$ cat src/rtl/cordic_lut_loader.sv
// LUT load master for the CORDIC core: streams ROM words into the
// core's write port, pulses the core reset and reports a checksum.
module cordic_lut_loader #(
  parameter int AW      = 6,
  parameter int DW      = 48,
  parameter int RST_CYC = 1
) (
  input  logic          clk,
  input  logic          reset,
  input  logic          start,
  output logic [AW-1:0] rom_addr,
  input  logic [DW-1:0] rom_data,
  output logic          wen,
  output logic [AW-1:0] index_wri,
  output logic [DW-1:0] D,
  output logic          core_reset,
  output logic          busy,
  output logic          done,
  output logic [DW-1:0] checksum
);

  localparam int DEPTH = 2 ** AW;
  localparam int RW    = (RST_CYC > 1) ? $clog2(RST_CYC) : 1;

  typedef enum logic [2:0] {
    IDLE,
    PREF,
    WRITE,
    CRST,
    DONE
  } state_t;

  state_t        state;
  logic [AW-1:0] cnt;
  logic          last;
  logic [RW-1:0] rcnt;

  always_ff @(posedge clk or negedge reset) begin
    if (!reset) begin
      state      <= IDLE;
      rom_addr   <= '0;
      wen        <= 1'b1;
      index_wri  <= '0;
      D          <= '0;
      core_reset <= 1'b1;
      busy       <= 1'b0;
      done       <= 1'b0;
      checksum   <= '0;
      cnt        <= '0;
      last       <= 1'b0;
      rcnt       <= '0;
    end else begin
      unique case (state)
        IDLE, DONE: begin
          if (start) begin
            state    <= PREF;
            rom_addr <= '0;
            busy     <= 1'b1;
            done     <= 1'b0;
            checksum <= '0;
            cnt      <= '0;
            last     <= 1'b0;
          end
        end
        PREF: begin
          rom_addr <= rom_addr + 1'b1;
          state    <= WRITE;
        end
        WRITE: begin
          // last is set on the final beat; the following edge closes out
          if (last) begin
            wen        <= 1'b1;
            index_wri  <= '0;
            core_reset <= 1'b0;
            rcnt       <= '0;
            state      <= CRST;
          end else begin
            wen       <= 1'b0;
            index_wri <= cnt;
            D         <= rom_data;
            checksum  <= checksum ^ rom_data;
            rom_addr  <= rom_addr + 1'b1;
            cnt       <= cnt + 1'b1;
            last      <= (cnt == AW'(DEPTH - 1));
          end
        end
        CRST: begin
          if (rcnt == RW'(RST_CYC - 1)) begin
            core_reset <= 1'b1;
            busy       <= 1'b0;
            done       <= 1'b1;
            state      <= DONE;
          end else begin
            rcnt <= rcnt + 1'b1;
          end
        end
        default: state <= IDLE;
      endcase
    end
  end

endmodule
$ cat config.mk
export PLATFORM = sky130hd
export DESIGN_NAME = cordic_lut_loader
export DESIGN_NICKNAME = d
export VERILOG_FILES = /design/src/rtl/cordic_lut_loader.sv
export SDC_FILE = /design/constraint.sdc
export NUM_CORES = 1
export LEC_CHECK = 0
export BUFFER_PORTS_ARGS = -buffer_cell sky130_fd_sc_hd__buf_2
export CAP_MARGIN = 5
export CORE_MARGIN = 5
export CORE_UTILIZATION = 50
export CTS_CLUSTER_DIAMETER = 60
export CTS_CLUSTER_SIZE = 20
export DETAILED_ROUTE_END_ITERATION = 8
export GPL_ROUTABILITY_DRIVEN = 0
export GPL_TIMING_DRIVEN = 0
export HOLD_SLACK_MARGIN = 0.12
export MAX_ROUTING_LAYER = met4
export PLACE_DENSITY = 0.89
export SLEW_MARGIN = 30
export SYNTH_ARGS = -nofsm -noshare
export SYNTH_HDL_FRONTEND = slang
export SYNTH_SLANG_ARGS = --single-unit
$ cat constraint.sdc
create_clock -name clk -period 5.5 [get_ports clk]
set_input_delay 0.275 -clock clk [delete_from_list [all_inputs] [get_ports clk]]
set_output_delay 0.275 -clock clk [all_outputs]
set_load 0.01 [all_outputs]
==> run summary, run 1 <==
Total track usage: 0.266
Top post-synthesis cells by count: 120 x dfrtp_1, 75 x o21ai_0, 61 x nand2_1, 56 x a21oi_1
Largest area contributor in the netlist: dfrtp_1
Diodes inserted: 0
Max-Cap Viols: 0
Layout cells sized above 1: 0.271
Row count: 37
Yosys warns: 0
RSZ-0062 raised after global routing: false
CTS Buffer Depth: 2
Largest family of logic cells by synthesized area: compound AO/OA/AOI/OAI gates
Register-to-Register Path Depth: 5
Xor and xnor area share after synthesis: 0.00338
Crit Path Category: reg -> reg
Largest net degree at the start of global routing: 63
Outcome: completed
Starting Density: 0.506
Pre-Repair DR Iteration Count: 5
Share of the synthesized area in the top cell type: 0.580
Mapped Nets: 583
Synth Area in Compound Gates: 0.181
DRT antenna net count: 0
Nets@finish: 815
Number of DRC markers in iteration 0: 330
Num CTS Buffers: 17
Area Overhead vs Synth: 39.8%
Vias per cell: 5.50
Asr flop ratio synth: 1.00
Die H: 112 um
Slew Limit Fails: 0
CP Capture Type: register
First-pass GRT wire length: 26100 um
CTS tree: yes
Worst Hold Class: in -> async
Number of synthesized flops with an enable pin: 0
Top-count cell post-synth: dfrtp_1
Clock Pin Slew Worst Setup and Hold Paths: 60 ps
CTS H-tree lvls: 4
Leakage power figure: 3.67 nW
Final Hold Vio Count: 0
Max VDD drop: 0.289 mV
# Post-CTS Setup Buffers: 0
Achievable Freq: 449 MHz
Final wirelength: 15700 um
Data arrival, critical path: 2590 ps
Post-route DRC: 0
Setup slack after layout: 3270 ps
Post-Place Worst Slack: 3250 ps
Crit path launch type: register
Simple-Gate Fraction of Synth Area: 0.146
Clk_lat worst skew: 510 ps
Mux contribution to synthesized area: 0.00435
Vias in the first global route: 5269
Final critical-path share of the clock period: 0.405
Critical path fanouts, max: 10
Routed WL per cell: 17.3 um
Synthesized instance count: 530
Synth unique cells: 40
Post-synthesis sequential area ratio: 0.590
Hpwl dp: 10400 um
CTS root buf: clkbuf_8
Syn_area_per_cell: 9.77 sq um
Grt ovf: 0
Slew margin rel.: 0.512
Main synth FF type: dfrtp_1
Worst EP required: 5860 ps
Synth Cell Area: 0.00518 sq mm
Die ar.: 0.0125 sq mm
Fin Clk Skew: 8.42 ps
Fin Setup TNS: 0 ps
Ports: 163
I/O Buffers: 162
Top cells by area, synth: dfrtp_1 58%, o21ai_0 7.3%, or3_1 5.9%
Count of state elements after synthesis: 122
Final setup viols: 0
Worst-Margin Slew: 730 ps
DR vias: 5008
Die X: 112 um
Antenna violations before repair: 0
Final min period: 2230 ps
Cell Pwr Density: 587 mW/mm^2
Synth Area in Adders: 0.00483
Clock Sinks: 122
Core ar.: 0.0102 sq mm
==> layout make-up <==
| type | instances | area [sq um] |
|---|---|---|
| sequential | 122 | 3060 |
| multi-input combinational | 327 | 1760 |
| inverter | 49 | 184 |
| clock inverter | 8 | 70.1 |
| timing repair buffer | 213 | 1350 |
| fill | 723 | 2990 |
| clock buffer | 23 | 467 |
| tap | 136 | 170 |
| buffer | 32 | 180 |
==> stage by stage <==
step	total power, mW	util	std cells	instance area, sq um	hold slack, ps
after global placement	3.08	0.602	828	6160	456
after CTS	4.24	0.707	910	7240	289
after floorplan	2.47	-	530	5180	-20.6
after detailed placement	3.19	0.606	829	6200	240
final	4.24	0.707	910	7240	295
after global routing	4.54	0.707	910	7240	339
==> flip-flops by register name (all words and copies together) (netlist names) <==
name and cells:
done 1, busy 1, checksum 48, rom_addr 6, state 3, D 48
core_reset 1, index_wri 6, cnt 6, wen 1, last 1
==> layer usage <==
metal	track usage	share of wire	wire length, um	vias up
met5	-	0	0	-
met4	0.118	0.031	491	0
met3	0.0549	0.067	1050	49
met2	0.448	0.52	8250	251
met1	0.309	0.38	5940	2431
li1	-	-	-	2277
==> cell families (layout without fill, tap and decap cells) <==
logic type,Yosys count,in the layout
multiplexers,2,2
adder cells (fa/ha/maj),2,2
flip-flops,122,122
AO/OA/AOI/OAI,177,177
buffers and inverters,81,325
XOR/XNOR,2,2
AND/OR/NAND/NOR,144,144
==> worst max-delay path, cell delays in order (launching register included) <==
cell and delay [ps]:
dfrtp_1 420, clkbuf_1 240, nor3b_2 550, buf_2 350, clkbuf_1 420, a21oi_1 100
==> power by group <==
| group | leakage [nW] | switching, mW | total [mW] | internal, mW |
|---|---|---|---|---|
| Sequential | 1.55 | 0.260 | 1.53 | 1.27 |
| Clock | 0.263 | 0.377 | 1.00 | 0.627 |
| Combinational | 1.85 | 1.05 | 1.71 | 0.661 |
| Total | 3.67 | 1.69 | 4.24 | 2.56 |
==> layout by cell type (no fill, tap or decap), types with 3 or more instances in the layout <==
master and instances:
buf_2 164, dfrtp_1 120, o21ai_0 75, nand2_1 61, a21oi_1 56, dlygate4sd3_1 50, inv_1 49, or3_1 49
o21ai_1 30, clkbuf_1 24, clkbuf_16 16, nand2b_1 10, buf_6 7, nor2_1 5, nand3_1 5, clkinv_2 5
clkbuf_8 4, a31oi_1 3
==> final timing paths <==
check / slack [ps] / start / endpoint
hold reg to reg: 480 / index_wri[3] / index_wri[3]
setup / recovery: 3270 / state[0] / checksum[35]
max in group asynchronous: 4540 / reset / checksum[17]
hold / removal: 290 / reset / index_wri[5]
setup reg to reg: 3270 / state[0] / checksum[35]
min in group clk: 480 / index_wri[3] / index_wri[3]
==> repair_timing <==
item,4_1_cts,5_1_grt
hold endpoints to repair,148,0
gates resized for setup,0,0
hold buffers,50,0
setup endpoints to repair,0,0
Power figures use the tool's default switching activity.
==> run 2, diff against run 1 <==
--- a/config.mk
+++ b/config.mk
@@ -8,7 +8,7 @@
 export BUFFER_PORTS_ARGS = -buffer_cell sky130_fd_sc_hd__buf_2
 export CAP_MARGIN = 5
 export CORE_MARGIN = 5
-export CORE_UTILIZATION = 50
+export CORE_UTILIZATION = 46
 export CTS_CLUSTER_DIAMETER = 60
 export CTS_CLUSTER_SIZE = 20
 export DETAILED_ROUTE_END_ITERATION = 8
@@ -16,7 +16,7 @@
 export GPL_TIMING_DRIVEN = 0
 export HOLD_SLACK_MARGIN = 0.12
 export MAX_ROUTING_LAYER = met4
-export PLACE_DENSITY = 0.89
+export PLACE_DENSITY = 0.87
 export SLEW_MARGIN = 30
 export SYNTH_ARGS = -nofsm -noshare
 export SYNTH_HDL_FRONTEND = slang
==> constraint.sdc (replaced) <==
create_clock -name clk -period 1.94 [get_ports clk]
set_input_delay 0.097 -clock clk [delete_from_list [all_inputs] [get_ports clk]]
set_output_delay 0.097 -clock clk [all_outputs]
set_load 0.01 [all_outputs]
==> run 2 against run 1 <==
Net effect:
- die area up 7.9%
- cell count up 0.77%
- fmax up 17%
- hold slack worse by 100 ps
- design area up 2.6%
- sequential cell count unchanged
- total power rose to 3.0 times the previous value
==> run summary, run 2 (same netlist as run 1, synthesis figures left out) <==
RSZ-0062 raised after global routing: true (was false)
Data arrival, critical path: 2220 ps (was 2590 ps)
Clk_lat worst skew: 400 ps (was 510 ps)
CTS root buf: clkbuf_16 (was clkbuf_8)
Vias in the first global route: 4996 (was 5269)
Leakage power figure: 3.76 nW (was 3.67 nW)
Final Hold Vio Count: 0 (unchanged)
Diodes inserted: 0 (unchanged)
Hpwl dp: 9920 um (was 10400 um)
Routed WL per cell: 16.9 um (was 17.3 um)
Critical path fanouts, max: 10 (unchanged)
Setup slack after layout: 36.9 ps (was 3270 ps)
Ports: 163 (unchanged)
Fin Setup TNS: 0 ps (unchanged)
Slew Limit Fails: 0 (unchanged)
Vias per cell: 5.31 (was 5.50)
Slew margin rel.: 0.520 (was 0.512)
Worst-Margin Slew: 718 ps (was 730 ps)
Most frequent cells in the layout: 166 x buf_2, 119 x dfrtp_1, 64 x o21ai_0 (was 164 x buf_2, 120 x dfrtp_1, 75 x o21ai_0)
Outcome: completed (unchanged)
Largest regs: D (48), checksum (48) (unchanged)
Number of DRC markers in iteration 0: 316 (was 330)
Total track usage: 0.244 (was 0.266)
Layout cells sized above 1: 0.305 (was 0.271)
Core ar.: 0.0109 sq mm (was 0.0102 sq mm)
Area Overhead vs Synth: 43.5% (was 39.8%)
Achievable Freq: 525 MHz (was 449 MHz)
Final critical-path share of the clock period: 0.981 (was 0.405)
Clock Sinks: 122 (unchanged)
First-pass GRT wire length: 25000 um (was 26100 um)
Nets@finish: 817 (was 815)
CTS tree: yes (unchanged)
Antenna violations before repair: 0 (unchanged)
Max-Cap Viols: 0 (unchanged)
Die H: 116 um (was 112 um)
I/O Buffers: 162 (unchanged)
Most common cell after layout, fill and taps aside: buf_2 (unchanged)
CTS Buffer Depth: 2 (unchanged)
Cell Pwr Density: 1710 mW/mm^2 (was 587 mW/mm^2)
DR vias: 4873 (was 5008)
Worst EP required: 2260 ps (was 5860 ps)
Sw Ratio: 0.384 (was 0.398)
Comb pwr share: 0.394 (was 0.404)
Utilization after layout: 0.679 (was 0.707)
Grt ovf: 0 (unchanged)
DRT antenna net count: 0 (unchanged)
Final setup viols: 0 (unchanged)
Max VDD drop: 0.963 mV (was 0.289 mV)
Clock Pin Slew Worst Setup and Hold Paths: 60 ps (about the same)
Pre-Repair DR Iteration Count: 4 (was 5)
Hold slack: 192 ps (was 295 ps)
Worst Hold Class: in -> async (unchanged)
Most Used Layer, Global Route: met2 (unchanged)
Global Route met2 Usage: 0.409 (was 0.448)
NetSw: 4.89 mW (was 1.69 mW)
M1 GR Usage: 0.301 (was 0.309)
GR Layer Usage met3: 0.0491 (was 0.0549)
Post-Place Worst Slack: -561 ps (was 3250 ps)
Largest net degree at the start of global routing: 75 (was 63)
Flop pwr share: 0.338 (was 0.360)
Fin Clk Skew: 8.54 ps (was 8.42 ps)
Die ar.: 0.0135 sq mm (was 0.0125 sq mm)
CP Capture Type: register (unchanged)
Post-route DRC: 0 (unchanged)
Crit path launch type: register (unchanged)
Num CTS Buffers: 17 (unchanged)
CTS H-tree lvls: 4 (unchanged)
Starting Density: 0.473 (was 0.506)
Total internal power: 7.84 mW (was 2.56 mW)
Row count: 38 (was 37)
Clock share of power: 0.268 (was 0.237)
Final wirelength: 15500 um (was 15700 um)
Final min period: 1900 ps (was 2230 ps)
Crit Path Category: reg -> reg (unchanged)
Die X: 116 um (was 112 um)
[run 2: per-layer routing]
| layer | up-vias | wire length [um] | share of wire |
|---|---|---|---|
| met1 | 2369 | 6480 | 0.42 |
| met2 | 193 | 7770 | 0.50 |
| met3 | 22 | 973 | 0.063 |
| met5 | - | 0 | 0 |
| met4 | 0 | 247 | 0.016 |
| li1 | 2289 | - | - |
[run 2: layout make-up]
cell class / count / area, sq um
Inverter: 49 / 184
Fill cell: 862 / 3510
Buffer: 32 / 213
Tap cell: 140 / 175
Timing Repair Buffer: 215 / 1360
Sequential cell: 122 / 3060
Clock buffer: 19 / 453
Multi-Input combinational cell: 327 / 1790
Clock inverter: 13 / 191
[run 2: per-stage QoR]
| stage | std cells | power [mW] | instance area (sq um) |
|---|---|---|---|
| 2_1_floorplan | 530 | 6.99 | 5180 |
| 3_3_place_gp | 832 | 8.81 | 6160 |
| 3_5_place_dp | 833 | 9.04 | 6200 |
| 4_1_cts | 915 | 12.7 | 7380 |
| 5_1_grt | 917 | 13.6 | 7430 |
| 6_report | 917 | 12.7 | 7430 |
[run 2: path summary, 6_finish.rpt]
path	start	endpoint	slack (ps)	cells after the start
worst max-delay path	state[0]	checksum[3]	40	5
min in group clk	D[32]	D[32]	470	2
worst min register to register	D[32]	D[32]	470	2
max in group asynchronous	reset	state[2]	1010	3
worst min-delay path	reset	checksum[32]	190	2
worst max register to register	state[0]	checksum[3]	40	5
[run 2: critical path, stage by stage, from the launching register on]
cell and delay, ps:
dfrtp_1 420, or4b_4 560, buf_6 160, buf_6 140, or3_1 360, a21oi_2 180
[run 2: power groups by stage]
stage / Clock [mW] / Combinational [mW] / Sequential, mW
6_report: 3.41 / 5.02 / 4.30
2_1_floorplan: 0 / 2.34 / 4.65
5_1_grt: 3.59 / 5.54 / 4.44
3_3_place_gp: 0 / 4.57 / 4.24
4_1_cts: 3.44 / 4.96 / 4.27
3_5_place_dp: 0 / 4.76 / 4.29
[run 2: repair_timing]
action                     in CTS  in global routing
setup endpoints to repair      97                 92
gates resized for setup        22                 29
pin swaps                       0                  0
hold endpoints to repair      221                  0
setup buffers                   0                  2
hold buffers                   50                  0
